==> src/rtl/ieee_adder_arbiter_if.sv <==
// ieee_adder_arbiter_if
//   Bundles the requester-side handshake, result return and adder-side
//   signals of ieee_adder_arbiter.
//   slave  : arbiter view (drives grants, results and adder operands)
//   master : client/adder view (drives requests and adder_c_in)
//   req_*        per-requester valid / op / operands, one-hot ready
//   res_*        one-hot result strobe, shared result word, owner index
//   adder_*      register-driven adder operands and returned outputC
//   in_flight_out count of issued but not yet returned operations
interface ieee_adder_arbiter_if #(
    parameter int NUM_REQ = 4,
    parameter int ID_W    = 2
);
    logic [NUM_REQ-1:0]    req_valid_in;
    logic [NUM_REQ-1:0]    req_ready_out;
    logic [NUM_REQ-1:0]    req_add_sub_in;
    logic [32*NUM_REQ-1:0] req_a_in;
    logic [32*NUM_REQ-1:0] req_b_in;
    logic [NUM_REQ-1:0]    res_valid_out;
    logic [31:0]           res_data_out;
    logic [ID_W-1:0]       res_id_out;
    logic                  adder_add_sub_out;
    logic [31:0]           adder_a_out;
    logic [31:0]           adder_b_out;
    logic [31:0]           adder_c_in;
    logic [3:0]            in_flight_out;

    modport slave (
        input  req_valid_in, req_add_sub_in, req_a_in, req_b_in, adder_c_in,
        output req_ready_out, res_valid_out, res_data_out, res_id_out,
               adder_add_sub_out, adder_a_out, adder_b_out, in_flight_out
    );

    modport master (
        output req_valid_in, req_add_sub_in, req_a_in, req_b_in, adder_c_in,
        input  req_ready_out, res_valid_out, res_data_out, res_id_out,
               adder_add_sub_out, adder_a_out, adder_b_out, in_flight_out
    );
endinterface

==> src/rtl/ieee_adder_arbiter.sv <==
// ieee_adder_arbiter
//   Round-robin arbiter sharing one external pipelined ieee_adder among
//   NUM_REQ requesters. One operation is granted per cycle; the granted
//   operands are registered onto the adder inputs and the requester index
//   travels down a tag pipeline so that the adder's outputC is returned
//   to its owner with a one-cycle res_valid_out pulse.
//   Ports:
//     clock_in    rising-edge clock
//     reset_n_in  asynchronous active-low reset
//     bus         ieee_adder_arbiter_if.slave (requests, results, adder)
module ieee_adder_arbiter #(
    parameter int NUM_REQ       = 4,
    parameter int ADDER_LATENCY = 4,
    parameter int ID_W          = 2
) (
    input  logic                 clock_in,
    input  logic                 reset_n_in,
    ieee_adder_arbiter_if.slave  bus
);
    localparam int L = ADDER_LATENCY;

    logic [ID_W-1:0] rr_ptr;
    logic            grant_vld;
    logic [ID_W-1:0] grant_idx;
    logic [ID_W:0]   cand_sum;
    logic [ID_W-1:0] cand;

    // The adder inputs change at the grant edge k and outputC is valid after
    // edge k+L, so the tag must be visible at the end of the chain during
    // the cycle following edge k+L. Stage 0 is loaded at edge k, hence L+1
    // entries, and the result register loads at edge k+L+1.
    logic [L:0]           vld_pipe;
    logic [L:0][ID_W-1:0] id_pipe;

    // Round-robin search starting at rr_ptr, wrapping modulo NUM_REQ.
    always_comb begin
        grant_vld = 1'b0;
        grant_idx = '0;
        cand_sum  = '0;
        cand      = '0;
        for (int i = 0; i < NUM_REQ; i++) begin
            cand_sum = {1'b0, rr_ptr} + (ID_W+1)'(i);
            if (cand_sum >= (ID_W+1)'(NUM_REQ))
                cand_sum = cand_sum - (ID_W+1)'(NUM_REQ);
            cand = cand_sum[ID_W-1:0];
            if (!grant_vld && bus.req_valid_in[cand]) begin
                grant_vld = 1'b1;
                grant_idx = cand;
            end
        end
    end

    assign bus.req_ready_out = grant_vld ? (NUM_REQ'(1) << grant_idx) : '0;

    // Issue side: operand registers, round-robin pointer.
    always_ff @(posedge clock_in or negedge reset_n_in) begin
        if (!reset_n_in) begin
            rr_ptr                <= '0;
            bus.adder_add_sub_out <= 1'b0;
            bus.adder_a_out       <= '0;
            bus.adder_b_out       <= '0;
        end else if (grant_vld) begin
            bus.adder_add_sub_out <= bus.req_add_sub_in[grant_idx];
            bus.adder_a_out       <= bus.req_a_in[32*grant_idx +: 32];
            bus.adder_b_out       <= bus.req_b_in[32*grant_idx +: 32];
            rr_ptr <= (grant_idx == ID_W'(NUM_REQ-1)) ? '0 : grant_idx + 1'b1;
        end
    end

    // Tag pipeline never stalls; a bubble is pushed on cycles without grant.
    always_ff @(posedge clock_in or negedge reset_n_in) begin
        if (!reset_n_in) begin
            vld_pipe <= '0;
            id_pipe  <= '0;
        end else begin
            vld_pipe <= {vld_pipe[L-1:0], grant_vld};
            id_pipe  <= {id_pipe[L-1:0], grant_idx};
        end
    end

    // Return side.
    always_ff @(posedge clock_in or negedge reset_n_in) begin
        if (!reset_n_in) begin
            bus.res_valid_out <= '0;
            bus.res_data_out  <= '0;
            bus.res_id_out    <= '0;
        end else if (vld_pipe[L]) begin
            bus.res_valid_out <= NUM_REQ'(1) << id_pipe[L];
            bus.res_data_out  <= bus.adder_c_in;
            bus.res_id_out    <= id_pipe[L];
        end else begin
            bus.res_valid_out <= '0;
        end
    end

    // Decrement at the same edge the result strobe is raised, so the count
    // peaks at L+1 under back-to-back traffic.
    always_ff @(posedge clock_in or negedge reset_n_in) begin
        if (!reset_n_in) begin
            bus.in_flight_out <= '0;
        end else begin
            case ({grant_vld, vld_pipe[L]})
                2'b10:   bus.in_flight_out <= bus.in_flight_out + 4'd1;
                2'b01:   bus.in_flight_out <= bus.in_flight_out - 4'd1;
                default: bus.in_flight_out <= bus.in_flight_out;
            endcase
        end
    end
endmodule

==> src/flat_wrapper.sv <==
// flat-port wrapper written by rule: the top's interface ports become plain ports
module ieee_adder_arbiter_flat 
#(
    parameter int NUM_REQ       = 4,
    parameter int ADDER_LATENCY = 4,
    parameter int ID_W          = 2
)
  (clock_in, reset_n_in, bus_req_valid_in, bus_req_add_sub_in, bus_req_a_in, bus_req_b_in, bus_adder_c_in, bus_req_ready_out, bus_res_valid_out, bus_res_data_out, bus_res_id_out, bus_adder_add_sub_out, bus_adder_a_out, bus_adder_b_out, bus_in_flight_out);
  ieee_adder_arbiter_if #(.NUM_REQ(NUM_REQ), .ID_W(ID_W)) bus_i ();
  input  logic clock_in;
  input  logic reset_n_in;
  input wire logic [$bits(bus_i.req_valid_in)-1:0] bus_req_valid_in;
  input wire logic [$bits(bus_i.req_add_sub_in)-1:0] bus_req_add_sub_in;
  input wire logic [$bits(bus_i.req_a_in)-1:0] bus_req_a_in;
  input wire logic [$bits(bus_i.req_b_in)-1:0] bus_req_b_in;
  input wire logic [$bits(bus_i.adder_c_in)-1:0] bus_adder_c_in;
  output wire logic [$bits(bus_i.req_ready_out)-1:0] bus_req_ready_out;
  output wire logic [$bits(bus_i.res_valid_out)-1:0] bus_res_valid_out;
  output wire logic [$bits(bus_i.res_data_out)-1:0] bus_res_data_out;
  output wire logic [$bits(bus_i.res_id_out)-1:0] bus_res_id_out;
  output wire logic [$bits(bus_i.adder_add_sub_out)-1:0] bus_adder_add_sub_out;
  output wire logic [$bits(bus_i.adder_a_out)-1:0] bus_adder_a_out;
  output wire logic [$bits(bus_i.adder_b_out)-1:0] bus_adder_b_out;
  output wire logic [$bits(bus_i.in_flight_out)-1:0] bus_in_flight_out;
  assign bus_i.req_valid_in = bus_req_valid_in;
  assign bus_i.req_add_sub_in = bus_req_add_sub_in;
  assign bus_i.req_a_in = bus_req_a_in;
  assign bus_i.req_b_in = bus_req_b_in;
  assign bus_i.adder_c_in = bus_adder_c_in;
  assign bus_req_ready_out = bus_i.req_ready_out;
  assign bus_res_valid_out = bus_i.res_valid_out;
  assign bus_res_data_out = bus_i.res_data_out;
  assign bus_res_id_out = bus_i.res_id_out;
  assign bus_adder_add_sub_out = bus_i.adder_add_sub_out;
  assign bus_adder_a_out = bus_i.adder_a_out;
  assign bus_adder_b_out = bus_i.adder_b_out;
  assign bus_in_flight_out = bus_i.in_flight_out;
  ieee_adder_arbiter #(.NUM_REQ(NUM_REQ), .ADDER_LATENCY(ADDER_LATENCY), .ID_W(ID_W)) u_core (.clock_in(clock_in), .reset_n_in(reset_n_in), .bus(bus_i));
endmodule
==> config.mk <==
export PLATFORM = sky130hd
export DESIGN_NAME = ieee_adder_arbiter_flat
export DESIGN_NICKNAME = d
export VERILOG_FILES = /design/src/rtl/ieee_adder_arbiter_if.sv /design/src/rtl/ieee_adder_arbiter.sv /design/src/flat_wrapper.sv
export SDC_FILE = /design/constraint.sdc
export NUM_CORES = 1
export LEC_CHECK = 0
export BUFFER_PORTS_ARGS = -buffer_cell sky130_fd_sc_hd__buf_2
export CAP_MARGIN = 15
export CORE_AREA = 2 2 157 159
export CTS_CLUSTER_DIAMETER = 60
export DETAILED_ROUTE_END_ITERATION = 8
export DIE_AREA = 0 0 159 161
export HOLD_SLACK_MARGIN = 0.08
export PLACE_DENSITY = 0.63
export SYNTH_ARGS = -nofsm -noshare
export SYNTH_HDL_FRONTEND = slang
export SYNTH_SLANG_ARGS = --single-unit
==> constraint.sdc <==
create_clock -name clock_in -period 2.9 [get_ports clock_in]
set_input_delay 0.145 -clock clock_in [delete_from_list [all_inputs] [get_ports clock_in]]
set_output_delay 0.145 -clock clock_in [all_outputs]
set_load 0.05 [all_outputs]
Word-level counts from Yosys, hierarchy flattened
Cells that the tools add are included.
{"block": "totals", "wordCells": 73, "mem_bits_ro": 0, "output_inout_bits": 111, "n_memories": 0, "ff_bits": 124, "ramBits": 0, "input_bits": 298, "latchBits": 0}
{"block": "op_classes", "addsub": 10, "n_eq_ne": 3, "div": 0, "n_shift": 4, "reduce_logical": 7, "n_bitwise": 0, "n_lt_le_gt_ge": 9, "mul": 0, "mux": 26}
{"op": "$shiftx A128 B8 Y32", "count": 2}
{"op": "$mux W2", "count": 9}
{"op": "$lt A2 B3 Y1 const B", "count": 5}
{"op": "$bmux W1 S2", "count": 5}
{"op": "$ge A3 B3 Y1 const B", "count": 3}
{"op": "$mux W1", "count": 9}
{"op": "$mux W4", "count": 2}
{"op": "$pmux W4 S2", "count": 1}
{"op": "$shl A1 B2 Y4 const A", "count": 2}
{"op": "$sub A2 B1 Y2 const B", "count": 4}
{"op": "$add A2 B2 Y3 const B", "count": 2}
{"op": "$add A4 B1 Y4 const B", "count": 1}
{"op": "$eq A2 B2 Y1 const B", "count": 2}
{"op": "$sub A4 B1 Y4 const B", "count": 1}
{"op": "$add A2 B1 Y3 const B", "count": 1}
{"op": "$ge A2 B3 Y1 const B", "count": 1}
{"op": "$logic_and A1 B1 Y1", "count": 3}
{"op": "$logic_not A1 Y1", "count": 3}
{"op": "$add A2 B1 Y2 const B", "count": 1}
{"op": "$eq A2 B1 Y1 const B", "count": 1}
{"op": "$reduce_bool A2 Y1", "count": 1}

Longest topological paths before layout
{"block": "logic_depth", "depth_word": 16, "mapped_depth": 9, "depth_no_buf": 9}

Worst setup path after synthesis
OpenSTA, ideal clock, no wires.
{"block": "synth_path", "path_type": "register -> output", "from": "reg u_core.rr_ptr[1]", "to": "out bus_req_ready_out[0]", "path_buffers": 3, "path_stages_with_launch": 9, "setup_slack_ns": 0.836, "required_time_ns": 2.755, "t_arrival_ns": 1.919, "cell_sequence": "dfrtp_1 or3_1 clkbuf_1 a21oi_4 inv_2 buf_6 buf_2 ha_1 and2_1"}
{"block": "synth_between", "elab_chain_cells": 16, "elab_cells_between_ends": 39, "classes_between": "7 x add/sub; 4 x order compare; 1 x shift; 21 x mux; 6 x reduce/logical"}
{"element": "start, declared", "line": "ieee_adder_arbiter.sv:22", "rtl": "logic [ID_W-1:0] rr_ptr;"}
{"element": "start signal, assigned", "line": "ieee_adder_arbiter.sv:66", "rtl": "rr_ptr <= (grant_idx == ID_W'(NUM_REQ-1)) ? '0 : grant_idx + 1'b1;"}
{"element": "parallel branches: the longest is 15 deep, another holds $add A2 B1 Y3"}
{"element": "$mux W4 (*)", "line": "ieee_adder_arbiter.sv:53", "rtl": "assign bus.req_ready_out = grant_vld ? (NUM_REQ'(1) << grant_idx) : '0;"}
{"element": "end, declared", "line": "flat_wrapper.sv:17", "rtl": "output wire logic [$bits(bus_i.req_ready_out)-1:0] bus_req_ready_out;"}
Every way passes the cells marked *. The select of a mux whose other input is x is not followed.

Worst setup path after layout
{"block": "layout_path", "from": "reg u_core.rr_ptr[1]", "to": "reg u_core.bus.adder_b_out[9] (netlist bit)"}
{"block": "layout_between", "elab_chain_cells": 15, "elab_cells_between_ends": 38, "classes_between": "7 x add/sub; 4 x order compare; 1 x shift; 20 x mux; 6 x reduce/logical"}
{"element": "parallel branches: the longest is 15 deep, another holds $add A2 B1 Y3"}
{"element": "end signal, assigned", "line": "ieee_adder_arbiter.sv:65", "rtl": "bus.adder_b_out <= bus.req_b_in[32*grant_idx +: 32];"}
{"element": "end, declared", "line": "ieee_adder_arbiter_if.sv:31", "rtl": "adder_add_sub_out, adder_a_out, adder_b_out, in_flight_out"}
Several ways; the timed one is not identified. The select of a mux whose other input is x is not followed.
A chain may end at the register's enable or synchronous reset.

==> impl_metrics.tcl <==
set metrics [dict create \
    clock_sinks 124 \
    cts_max_path_buffers 2 \
    whs_path_depth 3 \
    period_needed_ps 2860 \
    synth_edf_count 0 \
    die_w_um 159 \
    worst_slew_margin_rel 0.341 \
    nets 1590 \
    yosys_warnings 0 \
    total_power_w 0.0115 \
    yosysMostFrequentCell "nand2_1" \
    grt_use_met1 0.239 \
    area_growth_pct 72.2 \
    crit_path_end_kind "register" \
    swShare 0.501 \
    comb_power_share 0.568 \
    use_met2 0.370 \
    core_sq_mm 0.0240 \
    synth.distinct_cells 34 \
    dp_cells 1419 \
    path_max_fanout 36 \
    start_util 0.273 \
    irDropWorstVdd_v 0.000508 \
    path_clk_slew_ps 70 \
    drt_first_pass_iters 5 \
    report.final.slew_viol_count 0 \
    use_met3 0.0514 \
    die_y_um 161 \
    timing.final.ws_setup_ps 43.1 \
    ctsRootBufferMaster "clkbuf_16" \
    grt_pass1_vias 8289 \
    max_freq_ghz 0.350 \
    pre_cts_ws_ps 499 \
    path_class "reg -> reg" \
    setup_viol 0 \
    hpwl_mm 17.3 \
    globalRouteOverflowTotal 0 \
    cts_tree "yes" \
    drc 0 \
    gp_congestion 0.813 \
    min_period_over_period 0.985 \
    timing.final.hold_violations 0 \
    tightestPinTransition_ps 989 \
    arrival_ps 3160 \
    ys_top_cells_by_area "dfrtp_1 (47%), nand2_1 (12%), a311oi_1 (8.7%)" \
    synth-seq-cells 124 \
    final_util 0.470 \
    hold_path_class "in -> reg" \
    clock_latency_ps 420 \
    avgRoutedWirePerCell_um 17.7 \
    syn_area_per_cell_sq_um 8.83 \
    numCtsBuffers 17 \
    drtIter0Drc 562 \
    async_flop_share 1.00 \
    synth_top_area_cell "dfrtp_1" \
    start_kind "register" \
    status "completed" \
    grt-busiest-layer "met2" \
    grt_pass1_wl_mm 42.5 \
    io_buffers 408 \
    synth_common_cells "nand2_1 (202), dfrtp_1 (124), nor2_1 (72)" \
    grt_max_degree 73 \
    syn_inst 741 \
    num_rows 57 \
    ys_seq_area_frac 0.474 \
    routed_wirelength_mm 28.7 \
    yosys.area.top_type_share 0.474 \
    p_int_w 0.00572 \
    p_clk_frac 0.192 \
    drive_gt1_frac 0.388 \
    power_density_mw_per_mm2 1020 \
    clock_skew_ps 11.0 \
    antenna_found_initial 3 \
    drv_cap 0 \
    avgViaCountPerCell 5.04 \
    ys.flop_type "dfrtp_1" \
    grt_usage 0.207 \
    p_switching_w 0.00575 \
    reg2reg_depth 8 \
    ant_nets 0 \
    num_vias 8177 \
    seq_power_share 0.240 \
    stdcell_count 1624 \
    syn-num-nets 1046 \
    htree_levels 4 \
    netlist_area_sq_mm 0.00654 \
    io_pins 409 \
    p_leak_nw 5.33 \
    cp.required_ps 3200 \
    die-area_sq_mm 0.0256 \
]
flip-flops by register name (all words and copies together), names as in the netlist:
| signal | flops |
|---|---|
| u_core.id_pipe | 10 |
| u_core.vld_pipe | 5 |
| u_core.bus.res_data_out | 32 |
| u_core.bus.adder_a_out | 32 |
| u_core.bus.res_valid_out | 4 |
| u_core.bus.adder_add_sub_out | 1 |
| u_core.bus.res_id_out | 2 |
| u_core.bus.in_flight_out | 4 |
| u_core.bus.adder_b_out | 32 |
| u_core.rr_ptr | 2 |
path summary, 6_finish.rpt:
| path | startpoint | to | slack [ps] |
|---|---|---|---|
| worst min register to register | u_core.id_pipe[6]$_DFF_PN0_ | u_core.id_pipe[8]$_DFF_PN0_ | 340 |
| max in group asynchronous | reset_n_in | u_core.rr_ptr[1]$_DFFE_PN0P_ | 1820 |
| worst max register to register | u_core.rr_ptr[1]$_DFFE_PN0P_ | u_core.bus.adder_b_out[9]$_DFFE_PN0P_ | 40 |
| worst max-delay path | u_core.rr_ptr[1]$_DFFE_PN0P_ | u_core.bus.adder_b_out[9]$_DFFE_PN0P_ | 40 |
| min in group asynchronous | reset_n_in | u_core.bus.res_data_out[22]$_DFFE_PN0P_ | 320 |
| worst min-delay path | bus_req_a_in[20] | u_core.bus.adder_a_out[20]$_DFFE_PN0P_ | 130 |
through the flow:
stage,TNS [ps],hold slack (ps),instance area (sq um)
final,0,128,11300
after global routing,-70.5,121,11300
after CTS,0,106,11100
after detailed placement,0,198,8900
after global placement,0,195,8900
after floorplan,0,-151,6540
per-layer routing:
metal	routed length, um	up-vias
li1	-	3748
met1	11700	3926
met2	14100	448
met3	2270	53
met4	684	2
met5	10	-
power groups by stage:
stage | registers [W] | logic (W) | clock network, W
after floorplan | 0.00468 | 0.00201 | 0
after global placement | 0.00275 | 0.00550 | 0
after detailed placement | 0.00277 | 0.00553 | 0
after CTS | 0.00275 | 0.00620 | 0.00229
after global routing | 0.00284 | 0.00686 | 0.00234
final | 0.00275 | 0.00651 | 0.00220
layout by cell type, fill, tap and decap left out, drive strengths merged, types with 2 or more instances in the layout:
cell type,netlist,final
a211oi,65,65
a21oi,68,68
a311oi,65,65
a31oi,2,2
and2,4,4
buf,24,426
clkbuf,44,18
clkinv,0,6
dfrtp,124,124
diode,0,2
dlygate4sd3,0,164
ha,7,7
inv,5,14
mux2,33,33
nand2,202,202
nor2,72,72
nor2b,6,6
o21ai,2,2
o32a,2,2
xor2,4,4
worst max-delay path: stages (launching register included):
cell,delay (ps)
dfrtp_2,460
or3_2,570
a21oi_4,300
buf_6,180
buf_4,140
inv_6,130
a211oi_1,300
a311oi_1,70
dlygate4sd3_1,590
layout make-up:
type                       instances  area [sq um]
fill                            2318         12700
timing repair buffer             591          3940
multi-input combinational        544          3160
sequential                       124          3100
clock buffer                      17           425
tap                              324           405
clock inverter                    15           176
inverter                           5          31.3
timing repair inverter             2          17.5
antenna                            2          5.00
logic make-up (layout without fill, tap and decap cells):
group | after synthesis | count (layout) | synth area share
AND/OR/NAND/NOR | 292 | 292 | 0.175
flip-flops | 124 | 124 | 0.474
multiplexers | 33 | 33 | 0.0568
buffers and inverters | 73 | 630 | 0.0482
AO/OA/AOI/OAI | 207 | 207 | 0.226
XOR/XNOR | 5 | 5 | 0.00669
other | 0 | 2 | 0
adder cells (fa/ha/maj) | 7 | 7 | 0.0134
repair_timing:
item                                   CTS  global route
endpoints found under the hold margin  164             0
setup endpoints to repair                0            44
hold buffers                           164             0
gates resized for setup                  0             9
setup buffers                            0             4
(Power assumes the default switching activity.)
